**src/rtl/rob_alloc_ctrl.sv**
```systemverilog
// ROB allocation controller: owns the ROB enqueue/dequeue pointers and the
// occupancy counter, grants up to two in-order dispatch slots per cycle,
// frees slots on commit and rewinds the enqueue pointer on flush.
module rob_alloc_ctrl #(
  parameter int ROB_SIZE     = 64,
  parameter int ROB_SIZE_LOG = 6
) (
  input  logic                    clock,
  input  logic                    reset_n,
  input  logic                    instr0_valid,
  input  logic                    instr1_valid,
  output logic                    instr0_ready,
  output logic                    instr1_ready,
  input  logic                    issue0_ready,
  input  logic                    issue1_ready,
  output logic                    instr0_robidx_flag,
  output logic [ROB_SIZE_LOG-1:0] instr0_robidx,
  output logic                    instr1_robidx_flag,
  output logic [ROB_SIZE_LOG-1:0] instr1_robidx,
  input  logic                    commit0_valid,
  input  logic                    commit1_valid,
  input  logic                    flush_valid,
  input  logic                    flush_robidx_flag,
  input  logic [ROB_SIZE_LOG-1:0] flush_robidx,
  output logic                    deq_robidx_flag,
  output logic [ROB_SIZE_LOG-1:0] deq_robidx,
  output logic [ROB_SIZE_LOG:0]   counter,
  output logic                    full,
  output logic                    empty
);

  // A pointer is {wrap flag, index}. Because ROB_SIZE is a power of two,
  // plain modulo-2*ROB_SIZE arithmetic on the concatenation wraps the index
  // and toggles the flag in one step.
  localparam int PW = ROB_SIZE_LOG + 1;
  localparam logic [PW-1:0] ROB_SIZE_W = PW'(ROB_SIZE);

  typedef logic [PW-1:0] ptr_t;

  ptr_t          enq_ptr;
  ptr_t          deq_ptr;
  logic [PW-1:0] count_q;

  ptr_t          enq_next;
  ptr_t          deq_next;
  logic [PW-1:0] count_next;
  logic [PW-1:0] free;
  logic          fire0;
  logic          fire1;
  logic [1:0]    enq_n;
  logic          commit0_ok;
  logic          commit1_ok;
  logic [1:0]    deq_n;
  ptr_t          flush_ptr;
  ptr_t          instr1_ptr;

  assign flush_ptr  = {flush_robidx_flag, flush_robidx};
  assign instr1_ptr = enq_ptr + PW'(1);

  // Free space comes from the registered counter only, so commits arriving
  // this cycle never open space for allocation in the same cycle.
  assign free = ROB_SIZE_W - count_q;

  // Grants: slot 1 only alongside slot 0 so allocation stays in order;
  // nothing is granted while reset is held or during a flush.
  assign instr0_ready = reset_n & ~flush_valid & issue0_ready & (free >= PW'(1));
  assign instr1_ready = instr0_valid & instr0_ready & issue1_ready & (free >= PW'(2));

  assign fire0 = instr0_valid & instr0_ready;
  assign fire1 = instr1_valid & instr1_ready;
  assign enq_n = {1'b0, fire0} + {1'b0, fire1};

  // Commits retire in order and can never exceed the current occupancy.
  assign commit0_ok = commit0_valid & (count_q >= PW'(1));
  assign commit1_ok = commit0_ok & commit1_valid & (count_q >= PW'(2));
  assign deq_n      = {1'b0, commit0_ok} + {1'b0, commit1_ok};

  // Next-state: advance both pointers normally; on flush rewind enq and
  // recompute occupancy as the distance between the new pointers.
  always_comb begin
    // NOTE: every signal assigned here gets a default first so no path can leave it unassigned and infer a latch.
    deq_next   = deq_ptr + PW'(deq_n);
    enq_next   = enq_ptr + PW'(enq_n);
    count_next = count_q + PW'(enq_n) - PW'(deq_n);
    if (flush_valid) begin
      enq_next   = flush_ptr;
      // Modulo difference of {flag,idx} pointers equals the occupancy for
      // both equal and differing wrap flags.
      count_next = flush_ptr - deq_next;
    end
  end

  // Pointer and counter registers.
  always_ff @(posedge clock or negedge reset_n) begin
    // NOTE: all state sits in flops with an asynchronous reset; there is no storage array here that would need to stay unreset.
    if (!reset_n) begin
      enq_ptr <= '0;
      deq_ptr <= '0;
      count_q <= '0;
    end else begin
      // NOTE: non-blocking assignments so every register samples pre-edge values regardless of statement order.
      enq_ptr <= enq_next;
      deq_ptr <= deq_next;
      count_q <= count_next;
    end
  end

  assign instr0_robidx_flag = enq_ptr[PW-1];
  assign instr0_robidx      = enq_ptr[PW-2:0];
  assign instr1_robidx_flag = instr1_ptr[PW-1];
  assign instr1_robidx      = instr1_ptr[PW-2:0];
  assign deq_robidx_flag    = deq_ptr[PW-1];
  assign deq_robidx         = deq_ptr[PW-2:0];
  assign counter            = count_q;
  assign full               = (count_q == ROB_SIZE_W);
  assign empty              = (count_q == '0);

endmodule

```
**config.mk**
```make
export PLATFORM = sky130hd
export DESIGN_NAME = rob_alloc_ctrl
export DESIGN_NICKNAME = d
export VERILOG_FILES = /design/src/rtl/rob_alloc_ctrl.sv
export SDC_FILE = /design/constraint.sdc
export NUM_CORES = 1
export LEC_CHECK = 0
export BUFFER_PORTS_ARGS = -buffer_cell sky130_fd_sc_hd__buf_2
export CORE_ASPECT_RATIO = 0.7
export CORE_UTILIZATION = 40
export DETAILED_ROUTE_END_ITERATION = 10
export HOLD_SLACK_MARGIN = 0.1
export MAX_ROUTING_LAYER = met4
export SLEW_MARGIN = 20
export SYNTH_ARGS = -nofsm -noshare
export SYNTH_HDL_FRONTEND = slang
export SYNTH_SLANG_ARGS = --single-unit
export TNS_END_PERCENT = 10
```
**constraint.sdc**
```tcl
create_clock -name clock -period 3.8 [get_ports clock]
set_input_delay 0.19 -clock clock [delete_from_list [all_inputs] [get_ports clock]]
set_output_delay 0.19 -clock clock [all_outputs]
set_load 0.005 [all_outputs]
```
# [Yosys cells after proc, flatten, opt, wreduce, memory -nomap -nowiden]
# Index checks and enable logic that the tools add are counted.
[word_totals] ff_bits=21 inputBits=16 output_inout_bits=32 wordCells=31
[op_classes] addsub=9 n_lt_le_gt_ge=4 eq_ne=1 mux=2 bitwise=11 reduce_logical=1
[ops] operator="7-bit by 2-bit adder with 7-bit output" count=3
[ops] operator="7-bit by 1-bit greater-or-equal comparator with 1-bit output (second input constant)" count=2
[ops] operator="7-bit by 2-bit greater-or-equal comparator with 1-bit output (second input constant)" count=2
[ops] operator="7-bit two-way mux" count=2
[ops] operator="1-bit bitwise AND" count=10
[ops] operator="7-bit by 1-bit adder with 7-bit output (second input constant)" count=1
[ops] operator="7-bit == test (second input constant)" count=1
[ops] operator="7-bit logical NOT" count=1
[ops] operator="7-bit by 2-bit subtractor with 7-bit output" count=1
[ops] operator="7-bit subtractor" count=1
[ops] operator="7-bit subtractor (first input constant)" count=1
[ops] operator="1-bit by 1-bit adder with 2-bit output" count=2
[ops] operator="1-bit inverter" count=1

# [Depth between registers and ports, before layout]
# Gate-level depths: netlist of the first run.
[logic_depth] word_depth=12 ltp_mapped=19 depth_no_buf=19

# [Worst setup path before layout of the first run]
# OpenSTA, ideal clock, no wires.
[synth_timing] path_kind="reg-to-reg" from="register count_q[1], in the netlist counter[1]" to="register count_q[5], in the netlist counter[5]" setup_ns=0.111 arrival_time_ns=3.756 required_time_ns=3.689 slack_ns=-0.067 path_stages_with_launch=18 path_buffers=0 synth_period_minus_slack_ns=3.867 path_cell_list="dfrtp_1 > inv_1 > ha_1 > a21boi_0 > o21ai_0 > a211oi_2 > o211ai_1 > and4_1 > ha_1 > inv_1 > fa_1 > inv_1 > ha_1 > a21o_1 > a21oi_2 > nor2_1 > mux2_2 > a2111oi_2"
[synth_via] elab_chain_len=11 word_cells_on_any_way=20 classes_between="add/sub (7); order compare (4); mux (1); bitwise (8)"
[synth_lines] item="start, declared" line="42" source="logic [PW-1:0] count_q;"
[synth_lines] item="start signal, assigned" line="104" source="count_q <= count_next;"
[synth_lines] item="7-bit subtractor" line="62" source="assign free = ROB_SIZE_W - count_q;"
[synth_lines] item="7-bit by 1-bit greater-or-equal comparator with 1-bit output" line="66" source="assign instr0_ready = reset_n & ~flush_valid & issue0_ready & (free >= PW'(1));"
[synth_lines] item="1-bit bitwise AND" line="66"
[synth_lines] item="1-bit bitwise AND" line="67, 69"
[synth_lines] item="1-bit bitwise AND (2 in a row)" line="67" source="assign instr1_ready = instr0_valid & instr0_ready & issue1_ready & (free >= PW'(2));"
[synth_lines] item="1-bit bitwise AND" line="70" source="assign fire1 = instr1_valid & instr1_ready;"
[synth_lines] item="1-bit by 1-bit adder with 2-bit output" line="71" source="assign enq_n = {1'b0, fire0} + {1'b0, fire1};"
[synth_lines] item="7-bit by 2-bit adder with 7-bit output" line="84" source="count_next = count_q + PW'(enq_n) - PW'(deq_n);"
[synth_lines] item="7-bit by 2-bit subtractor with 7-bit output" line="84"
[synth_lines] item="7-bit two-way mux (*)" line="85" source="if (flush_valid) begin"
[synth_lines] item="named net count_next[5]" line="46" source="logic [PW-1:0] count_next;"
# Mark *: on every way through the listed nets, which the timed path passes. The rest lies on a longest branch.

# [Worst setup path in the final report of the first run]
# Ends and elaborated chain as after synthesis.

==> results of run 1 <==
[worst max path at each step]
stage,from,endpoint,slack (ns),depth (start not counted)
after floorplan,counter[1],counter[5],0.03,17
after global placement,counter[1],counter[6],-0.34,18
after detailed placement,counter[1],counter[5],-0.25,17
after CTS,counter[4],counter[5],0.001,18
after global routing,counter[5],counter[5],-0.20,18
final,counter[1],counter[5],-0.03,18
[metal layers]
layer,up-vias,global-route usage,wire [µm]
met5,-,-,0
met4,0,0.04286,37
met3,4,0.03351,237
met2,33,0.2756,2275
met1,856,0.3353,2851
li1,956,-,-
[final cells by class]
cell class | count | area, µm²
multi-input combinational | 169 | 1579
sequential | 21 | 528.0
fill | 428 | 1799
inverter | 24 | 92.59
timing repair buffer | 103 | 674.4
tap | 69 | 86.33
clock inverter | 1 | 7.507
clock buffer | 3 | 41.29
[through the flow]
step | total power, mW | setup TNS (ns) | worst slack [ns]
after floorplan | 1.416 | 0 | 0.02765
after global placement | 2.111 | -0.8066 | -0.3366
after detailed placement | 2.129 | -0.6180 | -0.2482
after CTS | 2.482 | 0 | 0.001276
after global routing | 2.960 | -0.5582 | -0.2010
final | 2.708 | -0.03126 | -0.03126
[cells by family (layout without fill, tap and decap cells)]
family,Yosys count,in the layout,synth area share
compound gates,41,41,0.1327
xor+xnor,26,26,0.1197
fa+ha+maj,35,35,0.2357
buf+inv,28,131,0.05273
flops,21,21,0.2605
mux,7,7,0.03722
simple gates,60,60,0.1613
[worst max-delay path, delay by kind of cell (launching register included)]
family	cells	cell delay (ns)
fa+ha+maj	3	0.69
compound gates	5	1.09
mux	1	0.31
flops	1	0.43
xor+xnor	1	0.13
simple gates	3	0.56
buf+inv	5	0.52
[report_power, final]
group,internal [mW],switching [mW]
Clock,0.0743,0.0874
Sequential,0.319,0.0928
Combinational,1.14,0.993
Total,1.53,1.17
[flip-flops by register name, indices dropped and copies added (netlist names)]
signal	count
counter	7
deq_ptr	7
enq_ptr	7
[cell usage after synthesis, drive strengths merged (4+ instances only)]
master,number
a211oi,4
a21oi,8
and3,5
dfrtp,21
fa,5
ha,30
inv,24
mux2,4
nand2,19
nand3,8
nor2,9
nor2b,4
o21ai,14
xnor2,12
xor2,13
[what timing repair did]
item,in CTS,in global routing
hold endpoints to repair,21,0
buffers inserted,4,7
hold buffers,1,0
endpoints found under the setup margin,3,4
pin swaps,16,17
gates resized for setup,31,21
==> out/results.ini, run 1 <==
[finish]
area_growth_syn_to_layout_pct = 49.19
final_cell_mix = buf_4 (53), buf_2 (47), ha_1 (20)
num-nets-final = 373
final_area_um2 = 3009
final_common_cell = buf_4
layout-drive-gt1-share = 0.4704
instances_no_fill = 390
final_core_util = 0.6258
diodes = 0

[critical_path]
worstPathMaxFanout = 4
r2r-end = counter[5]
r2r_setup_slack_ns = -0.03
end_kind = flop
rr_worst_depth = 18
cpMaxStageDelayCell = dfrtp_2
required_ns = 3.97
crit-reg2reg-launch = counter[1]
critical_path_class = flop to flop
arrival_ns = 4.00
slowest_delay_ns = 0.43
path_cells = buf_4, buf_4, nor4b_4, xnor2_1, a211oi_2, o211ai_1, and4_1, ha_4, inv_1, ha_4, inv_2, ha_4, buf_4, a21o_1, a21oi_2, nor2_2, mux2_4, a2111oi_4
critPathLaunchType = flop

[die]
rows = 21
core-area_um2 = 4808
die_area_um2 = 5335
num_io_pins = 48
die_w_um = 86.87
initial_core_util = 0.4195
fp.dieH_um = 61.41

[yosys]
avgSynthCellArea_um2 = 9.252
syn_nets = 269
syn_inst = 218
yosysTopAreaCellShare = 0.2605
synthArstFlopShare = 1.000
synth_cell_types = 42
syn_area_um2 = 2017
synth_area_leaders = dfrtp_1 (26%), ha_1 (19%), xor2_1 (5.6%), xnor2_1 (5.2%), fa_1 (5.0%)
ys_seq_area_frac = 0.2605
synth-warning-count = 0
synth_top_cell_by_area = dfrtp_1
synth_edf_count = 0
synth-seq-cells = 21
synth_ff_type = dfrtp_1

[placement]
place_area_um2 = 2668
dp.cells = 374
portBuffers = 47
hpwl_um = 4084
routabilityCongestion = 0.8797

[pwr]
p_per_area_nw_per_um2 = 900.0
ir_drop_mv = 0.3929
p_leak_nw = 1.478

[route]
firstDrtPassIters = 4
drt-total-wl_um = 5401
vias_per_cell = 4.741
drt_iter0_markers = 61
drc = 0
vias = 1849
wire_per_inst_um = 13.85
ant_nets = 0

[sta]
max_slew_margin = 0.7303
worst_slack_ns = -0.03126
rsz0062_at_grt = yes
finalHoldViolCount = 0
finalCritPeriodShare = 1.008
finClkSkew_ns = 0.01027
worst_pin_slew_ns = 0.4014
fmax_mhz = 261.0
post-route-min-period_ns = 3.831
finalMaxSlewViolations = 0
fin_hold_ws_ns = 0.1401
setup_viol_count_final = 1

[clock_network]
cts_max_level = 1
clock-sinks = 21
clk_latency_ns = 0.27
root_buffer = clkbuf_8
clockBufferDepth = 2
cts-buffers-inserted = 3
clkTransAtPathRegs_ns = 0.10
cts_tree = done

[grt]
grt_max_degree = 28
grtUsageTotal = 0.2122
grt_pass1_vias = 1644
grt-ovfl-total = 0
grt_pass1_wl_um = 8100
antenna_found_initial = 0

[hold_path]
holdCritPathClass = input pin to flop
hold-path-endpoint = enq_ptr[3]
holdPathStages = 3
hold_start = flush_robidx[3]

[run]
maxCapViolCount = 0

[outcome]
status = complete, but fails checks
violations = negative setup slack

Note: power is estimated with default switching activity, not from simulation.
==> inputs of run 2 (changes only) <==
ABC_AREA = 1   (was default)
==> run 2 against run 1 <==
- the run now ends clean
- core utilization shrank 8.9 points
- critical endpoint is now counter[6]
- critical path depth grew 4
- area after synthesis grew 1.4%
- sequential cell count is the same
- first-iteration DRC count grew 30%
- sequential power shrank 5.3%
- cell count grew 3.3%
- non-clock buffer count shrank 39
- global-route usage shrank 1.2 points
- clock skew shrank 0.0031 ns
- synthesized cell count grew 24%
- critical path type unchanged
- clock power shrank 6%
==> out/results.ini, run 2 <==
[outcome]
status = complete, no violations  ; was complete, but fails checks

[pwr]
p_leak_nw = 1.431  ; was 1.478 nW
p_total_mw = 2.068  ; was 2.708 mW
p_per_area_nw_per_um2 = 797.4  ; was 900.0 nW/µm²
ir_drop_mv = 0.2970  ; was 0.3929 mV

[die]
num_io_pins = 48  ; unchanged
fp.dieH_um = 61.83  ; was 61.41 µm
rows = 21  ; unchanged
die_w_um = 87.48  ; was 86.87 µm
initial_core_util = 0.4231  ; was 0.4195
core-area_um2 = 4835  ; was 4808 µm²
die_area_um2 = 5409  ; was 5335 µm²

[sta]
max_slew_margin = 0.8013  ; was 0.7303
finalHoldViolCount = 0  ; unchanged
setup_viol_count_final = 0  ; was 1
fmax_mhz = 277.1  ; was 261.0 MHz
fin_hold_ws_ns = 0.1549  ; was 0.1401 ns
post-route-min-period_ns = 3.608  ; was 3.831 ns
finClkSkew_ns = 0.007169  ; was 0.01027 ns
finalCritPeriodShare = 0.9496  ; was 1.008
worst_pin_slew_ns = 0.2980  ; was 0.4014 ns
finalMaxSlewViolations = 0  ; unchanged
worst_slack_ns = 0.1915  ; was -0.03126 ns

[grt]
antenna_found_initial = 0  ; unchanged
grt_pass1_wl_um = 7776  ; was 8100 µm
grtUsageTotal = 0.1999  ; was 0.2122
grt_max_degree = 22  ; was 28
grt-ovfl-total = 0  ; unchanged
grt_pass1_vias = 1581  ; was 1,644

[yosys]
ys_seq_area_frac = 0.2569  ; was 0.2605
syn_inst = 270  ; was 218
avgSynthCellArea_um2 = 7.577  ; was 9.252 µm²
synthArstFlopShare = 1.000  ; unchanged
synth_area_leaders = dfrtp_1 (26%), ha_1 (18%), nand2_1 (12%), inv_1 (7.3%), fa_1 (4.9%)  ; was dfrtp_1 (26%), ha_1 (19%), xor2_1 (5.6%), xnor2_1 (5.2%), fa_1 (5.0%)
synth-seq-cells = 21  ; unchanged
synth.most_common_cell = nand2_1  ; was ha_1
syn_area_um2 = 2046  ; was 2017 µm²
synth_commonest_cells = nand2_1 (63), inv_1 (40), ha_1 (30)  ; was ha_1 (30), inv_1 (24), dfrtp_1 (21)
yosysTopAreaCellShare = 0.2569  ; was 0.2605
synth_cell_types = 33  ; was 42
synth_ff_type = dfrtp_1  ; unchanged
synth_edf_count = 0  ; unchanged
syn_nets = 321  ; was 269
synth_top_cell_by_area = dfrtp_1  ; unchanged
synth-warning-count = 0  ; unchanged

[finish]
layout-drive-gt1-share = 0.2874  ; was 0.4704
num-nets-final = 386  ; was 373
final_cell_mix = nand2_1 (63), buf_2 (47), inv_1 (37)  ; was buf_4 (53), buf_2 (47), ha_1 (20)
diodes = 0  ; unchanged
final_common_cell = nand2_1  ; was buf_4
instances_no_fill = 403  ; was 390
area_growth_syn_to_layout_pct = 26.79  ; was 49.19%

[clock_network]
cts_max_level = 1  ; unchanged
clock-sinks = 21  ; unchanged
clockBufferDepth = 2  ; unchanged
clkTransAtPathRegs_ns = 0.09  ; was 0.10 ns
cts-buffers-inserted = 3  ; unchanged
root_buffer = clkbuf_8  ; unchanged
clk_latency_ns = 0.27  ; about the same
cts_tree = done  ; unchanged

[route]
drc = 0  ; unchanged
drt_iter0_markers = 79  ; was 61
wire_per_inst_um = 12.41  ; was 13.85 µm
firstDrtPassIters = 4  ; unchanged
vias_per_cell = 4.633  ; was 4.741
ant_nets = 0  ; unchanged
vias = 1867  ; was 1,849
drt-total-wl_um = 5002  ; was 5401 µm

[hold_path]
holdCritPathClass = input pin to flop  ; unchanged

[critical_path]
critical_path_class = flop to flop  ; unchanged
end_kind = flop  ; unchanged
critPathLaunchType = flop  ; unchanged
arrival_ns = 3.77  ; was 4.00 ns
worstPathMaxFanout = 5  ; was 4
required_ns = 3.96  ; was 3.97 ns

[placement]
hpwl_um = 4039  ; was 4084 µm
portBuffers = 47  ; unchanged
place_ws_ns = -0.07895  ; was -0.2482 ns
dp.cells = 393  ; was 374
routabilityCongestion = 0.8149  ; was 0.8797

[run]
maxCapViolCount = 0  ; unchanged

## run 2: cell types whose count changed in the layout (fill, tap and decap cells not counted), sizes merged, moves of 8 or more
| cell | previous run | this run |
|---|---|---|
| nor2 | 9 | 22 |
| xnor2 | 12 | 4 |
| nand2 | 19 | 65 |
| nand3 | 8 | 23 |
| buf | 102 | 63 |
| inv | 24 | 46 |
## run 2: through the flow
step	util	TNS (ns)	instance area, µm²
2_1_floorplan	-	0	2046
3_3_place_gp	0.5028	0	2431
3_5_place_dp	0.5028	-0.07895	2431
4_1_cts	0.5155	0	2492
5_1_grt	0.5365	-0.02136	2594
6_report	0.5365	0	2594
## run 2: cells by family (layout without fill, tap and decap cells)
family,count (synthesis),after routing,synth area share
xor+xnor,15,15,0.06789
fa+ha+maj,35,35,0.2324
compound gates,28,28,0.07951
flops,21,21,0.2569
buf+inv,50,114,0.09357
simple gates,121,121,0.2697
## run 2: repair_timing
item,in CTS,in global routing
gates resized for setup,3,14
endpoints found under the setup margin,1,4
endpoints found under the hold margin,21,0
pin swaps,0,3
hold buffers,1,0
setup buffers,0,5
## run 2: metal layers
| metal | global-route usage | vias up | wire, µm |
|---|---|---|---|
| met2 | 0.2790 | 43 | 1997 |
| li1 | - | 991 | - |
| met1 | 0.3028 | 831 | 2798 |
| met3 | 0.03303 | 2 | 191 |
| met5 | - | - | 0 |
| met4 | 0.03513 | 0 | 14 |
## run 2: layout make-up
cell class	count	area [µm²]
Inverter	46	172.7
Tap cell	69	86.33
Sequential cell	21	525.5
Clock buffer	3	41.29
Timing Repair Buffer	64	365.4
Multi-Input combinational cell	199	1398
Fill cell	489	2241
Clock inverter	1	5.005
## run 2: worst paths after layout
path	start	end	slack, ns	cells past startpoint
worst max-delay path	counter[4]	counter[6]	0.19	22
worst min-delay path	flush_robidx[3]	enq_ptr[3]	0.15	3
worst max register to register	counter[4]	counter[6]	0.19	22
worst min register to register	deq_ptr[6]	deq_ptr[6]	0.56	1
max in group asynchronous	reset_n	counter[2]	3.08	3
min in group asynchronous	reset_n	counter[4]	0.47	3
## run 2: worst max-delay path, stage by stage, from the launching register on
cell      delay, ns
dfrtp_1        0.42
inv_2          0.13
ha_4           0.16
and3_1         0.18
nand2_1        0.07
a31oi_2        0.14
nand2_1        0.07
a31oi_1        0.16
ha_1           0.29
ha_2           0.21
fa_2           0.34
nand2_1        0.08
inv_2          0.06
nand2_1        0.07
xor2_1         0.20
ha_1           0.30
nand2_1        0.10
inv_1          0.05
nand4_1        0.06
o211ai_1       0.11
nand3b_1       0.17
nand3_1        0.08
nand2_1        0.05
## run 2: power breakdown
part	leakage (nW)	total, mW	switching [mW]	internal (mW)
combinational	1.15	1.53	0.853	0.673
sequential	0.252	0.390	0.0786	0.311
clock	0.0255	0.153	0.0793	0.0732
total	1.43	2.07	1.01	1.06
==> inputs of run 3 (changes only) <==
clock period = 3.6 ns   (was 3.8 ns; I/O delays follow)
==> run 3 against run 2 <==
- fmax increased by 2.7%
- via count increased by 4.3%
- hold slack got worse by 0.011 ns
- core utilization increased by 4.3 points
- power increased by 17%
- largest power group unchanged
- critical endpoint is now counter[4]
==> out/results.ini, run 3 (synthesis gave the netlist of run 2 again) <==
[outcome]
status = complete, no violations  ; unchanged

[critical_path]
worstPathMaxFanout = 5  ; unchanged
critPathLaunchType = flop  ; unchanged
required_ns = 3.76  ; was 3.96 ns
crit-reg2reg-launch = counter[3]  ; was counter[4]
arrival_ns = 3.68  ; was 3.77 ns
slowest_delay_ns = 0.39  ; was 0.42 ns
path_cells = inv_2, ha_4, buf_4, nand2_1, nand2_1, nand2_2, nor2_1, nand3_1, nor2_2, nand2_2, nand3_2, inv_1, ha_2, inv_1, ha_1, inv_1, ha_2, fa_2, nand2_2, a21oi_1, nor2_2, nand2_1, a22o_1  ; was inv_2, ha_4, and3_1, nand2_1, a31oi_2, nand2_1, a31oi_1, ha_1, ha_2, fa_2, nand2_1, inv_2, nand2_1, xor2_1, ha_1, nand2_1, inv_1, nand4_1, o211ai_1, nand3b_1, nand3_1, nand2_1
r2r_setup_slack_ns = 0.09  ; was 0.19 ns
rr_worst_depth = 23  ; was 22
r2r-end = counter[4]  ; was counter[6]
end_kind = flop  ; unchanged
cpMaxStageDelayCell = dfrtp_1  ; unchanged
critical_path_class = flop to flop  ; unchanged

[sta]
finalCritPeriodShare = 0.9759  ; was 0.9496
post-route-min-period_ns = 3.513  ; was 3.608 ns
rsz0062_at_grt = yes
finClkSkew_ns = 0.006910  ; was 0.007169 ns
max_slew_margin = 0.7805  ; was 0.8013
setup_viol_count_final = 0  ; unchanged
finalMaxSlewViolations = 0  ; unchanged
worst_pin_slew_ns = 0.3286  ; was 0.2980 ns
fmax_mhz = 284.6  ; was 277.1 MHz
finalHoldViolCount = 0  ; unchanged

[placement]
hpwl_um = 4142  ; was 4039 µm
place_area_um2 = 2529  ; was 2431 µm²
routabilityCongestion = 0.7993  ; was 0.8149
portBuffers = 47  ; unchanged

[hold_path]
holdPathStages = 3  ; unchanged
hold-path-endpoint = enq_ptr[3]  ; unchanged
hold_start = flush_robidx[3]  ; unchanged
holdCritPathClass = input pin to flop  ; unchanged

[finish]
area_growth_syn_to_layout_pct = 37.06  ; was 26.79%
fill_cells = 493  ; was 489
diodes = 0  ; unchanged
layout-drive-gt1-share = 0.3789  ; was 0.2874
num-nets-final = 403  ; was 386
final_common_cell = nand2_1  ; unchanged
final_area_um2 = 2804  ; was 2594 µm²
final_cell_mix = nand2_1 (56), buf_2 (47), inv_1 (37)  ; was nand2_1 (63), buf_2 (47), inv_1 (37)

[die]
initial_core_util = 0.4231  ; unchanged
die_w_um = 87.48  ; unchanged
core-area_um2 = 4835  ; unchanged
die_area_um2 = 5409  ; unchanged
num_io_pins = 48  ; unchanged
fp.dieH_um = 61.83  ; unchanged
rows = 21  ; unchanged

[route]
ant_nets = 0  ; unchanged
drt_iter0_markers = 99  ; was 79
drt-total-wl_um = 5135  ; was 5002 µm
vias_per_cell = 4.636  ; was 4.633
vias = 1947  ; was 1,867
drc = 0  ; unchanged
wire_per_inst_um = 12.23  ; was 12.41 µm
firstDrtPassIters = 4  ; unchanged

[grt]
grtUsageTotal = 0.2076  ; was 0.1999
top_usage_layer = met1  ; unchanged
grt_use_met3 = 0.03303  ; unchanged
met1_usage = 0.3227  ; was 0.3028
grt_max_degree = 22  ; unchanged
grt_pass1_wl_um = 8135  ; was 7776 µm
antenna_found_initial = 0  ; unchanged
grt_pass1_vias = 1676  ; was 1,581
grtUsageMet2 = 0.2868  ; was 0.2790
grt-ovfl-total = 0  ; unchanged

[clock_network]
clockBufferDepth = 2  ; unchanged
cts_max_level = 1  ; unchanged
clock-sinks = 21  ; unchanged
cts_tree = done  ; unchanged
clkTransAtPathRegs_ns = 0.08  ; was 0.09 ns
cts-buffers-inserted = 3  ; unchanged
clk_latency_ns = 0.27  ; about the same
root_buffer = clkbuf_8  ; unchanged

[pwr]
p_total_mw = 2.427  ; was 2.068 mW
p_per_area_nw_per_um2 = 865.5  ; was 797.4 nW/µm²
ir_drop_mv = 0.3819  ; was 0.2970 mV
p_leak_nw = 1.529  ; was 1.431 nW

[run]
maxCapViolCount = 0  ; unchanged

[run 3: cell types whose count changed in the layout (fill, tap and decap cells not counted), sizes merged]
cell,delta
buf,+17
[run 3: area by class of cell]
class,instances,area [µm²],share of cell area
Clock buffer,3,41.29,0.01473
Tap cell,69,86.33,0.03079
Inverter,46,172.7,0.06158
Sequential cell,21,525.5,0.1874
Multi-Input combinational cell,199,1480,0.5279
Timing Repair Buffer,81,493.0,0.1758
Clock inverter,1,5.005,0.001785
[run 3: worst max-delay path by stage]
stage,endpoint,from,cells past startpoint
final,counter[4],counter[3],23
after global routing,counter[5],counter[3],26
after CTS,counter[5],counter[3],23
after detailed placement,counter[4],counter[3],23
after global placement,counter[4],counter[3],23
after floorplan,counter[5],counter[3],23
[run 3: through the flow]
step | std cells | TNS (ns) | hold slack, ns | setup WS [ns] | util
floorplan | 270 | 0 | -0.1156 | 0.08943 | -
global placement | 406 | -0.01043 | 0.2420 | -0.01043 | 0.5230
detailed placement | 406 | -0.1187 | 0.2438 | -0.07541 | 0.5230
CTS | 412 | 0 | 0.1453 | 0.003038 | 0.5378
global route | 420 | -0.4570 | 0.1505 | -0.1611 | 0.5800
finish | 420 | 0 | 0.1439 | 0.08682 | 0.5800
[run 3: report_power, final]
| part | total (mW) | internal [mW] | switching, mW |
|---|---|---|---|
| sequential | 0.414 | 0.329 | 0.0849 |
| combinational | 1.85 | 0.861 | 0.992 |
| clock | 0.160 | 0.0772 | 0.0831 |
| total | 2.43 | 1.27 | 1.16 |
[run 3: critical path: cells and delay by family, from the launching register on]
kind / cells / cell delay (ns)
compound gates: 2 / 0.26
fa+ha+maj: 5 / 1.32
buf+inv: 5 / 0.37
flops: 1 / 0.39
simple gates: 11 / 1.07
[run 3: timing repair]
action / CTS / global route
hold buffers: 1 / 0
hold endpoints to repair: 21 / 0
setup endpoints to repair: 3 / 4
buffers inserted: 1 / 8
resized for setup: 6 / 32
pin swaps: 1 / 16
[run 3: per-layer routing]
layer | share of wire | vias to the layer above
met2 | 0.40 | 35
met3 | 0.036 | 2
met5 | 0 | -
li1 | - | 1020
met1 | 0.56 | 890
met4 | 0.0023 | 0
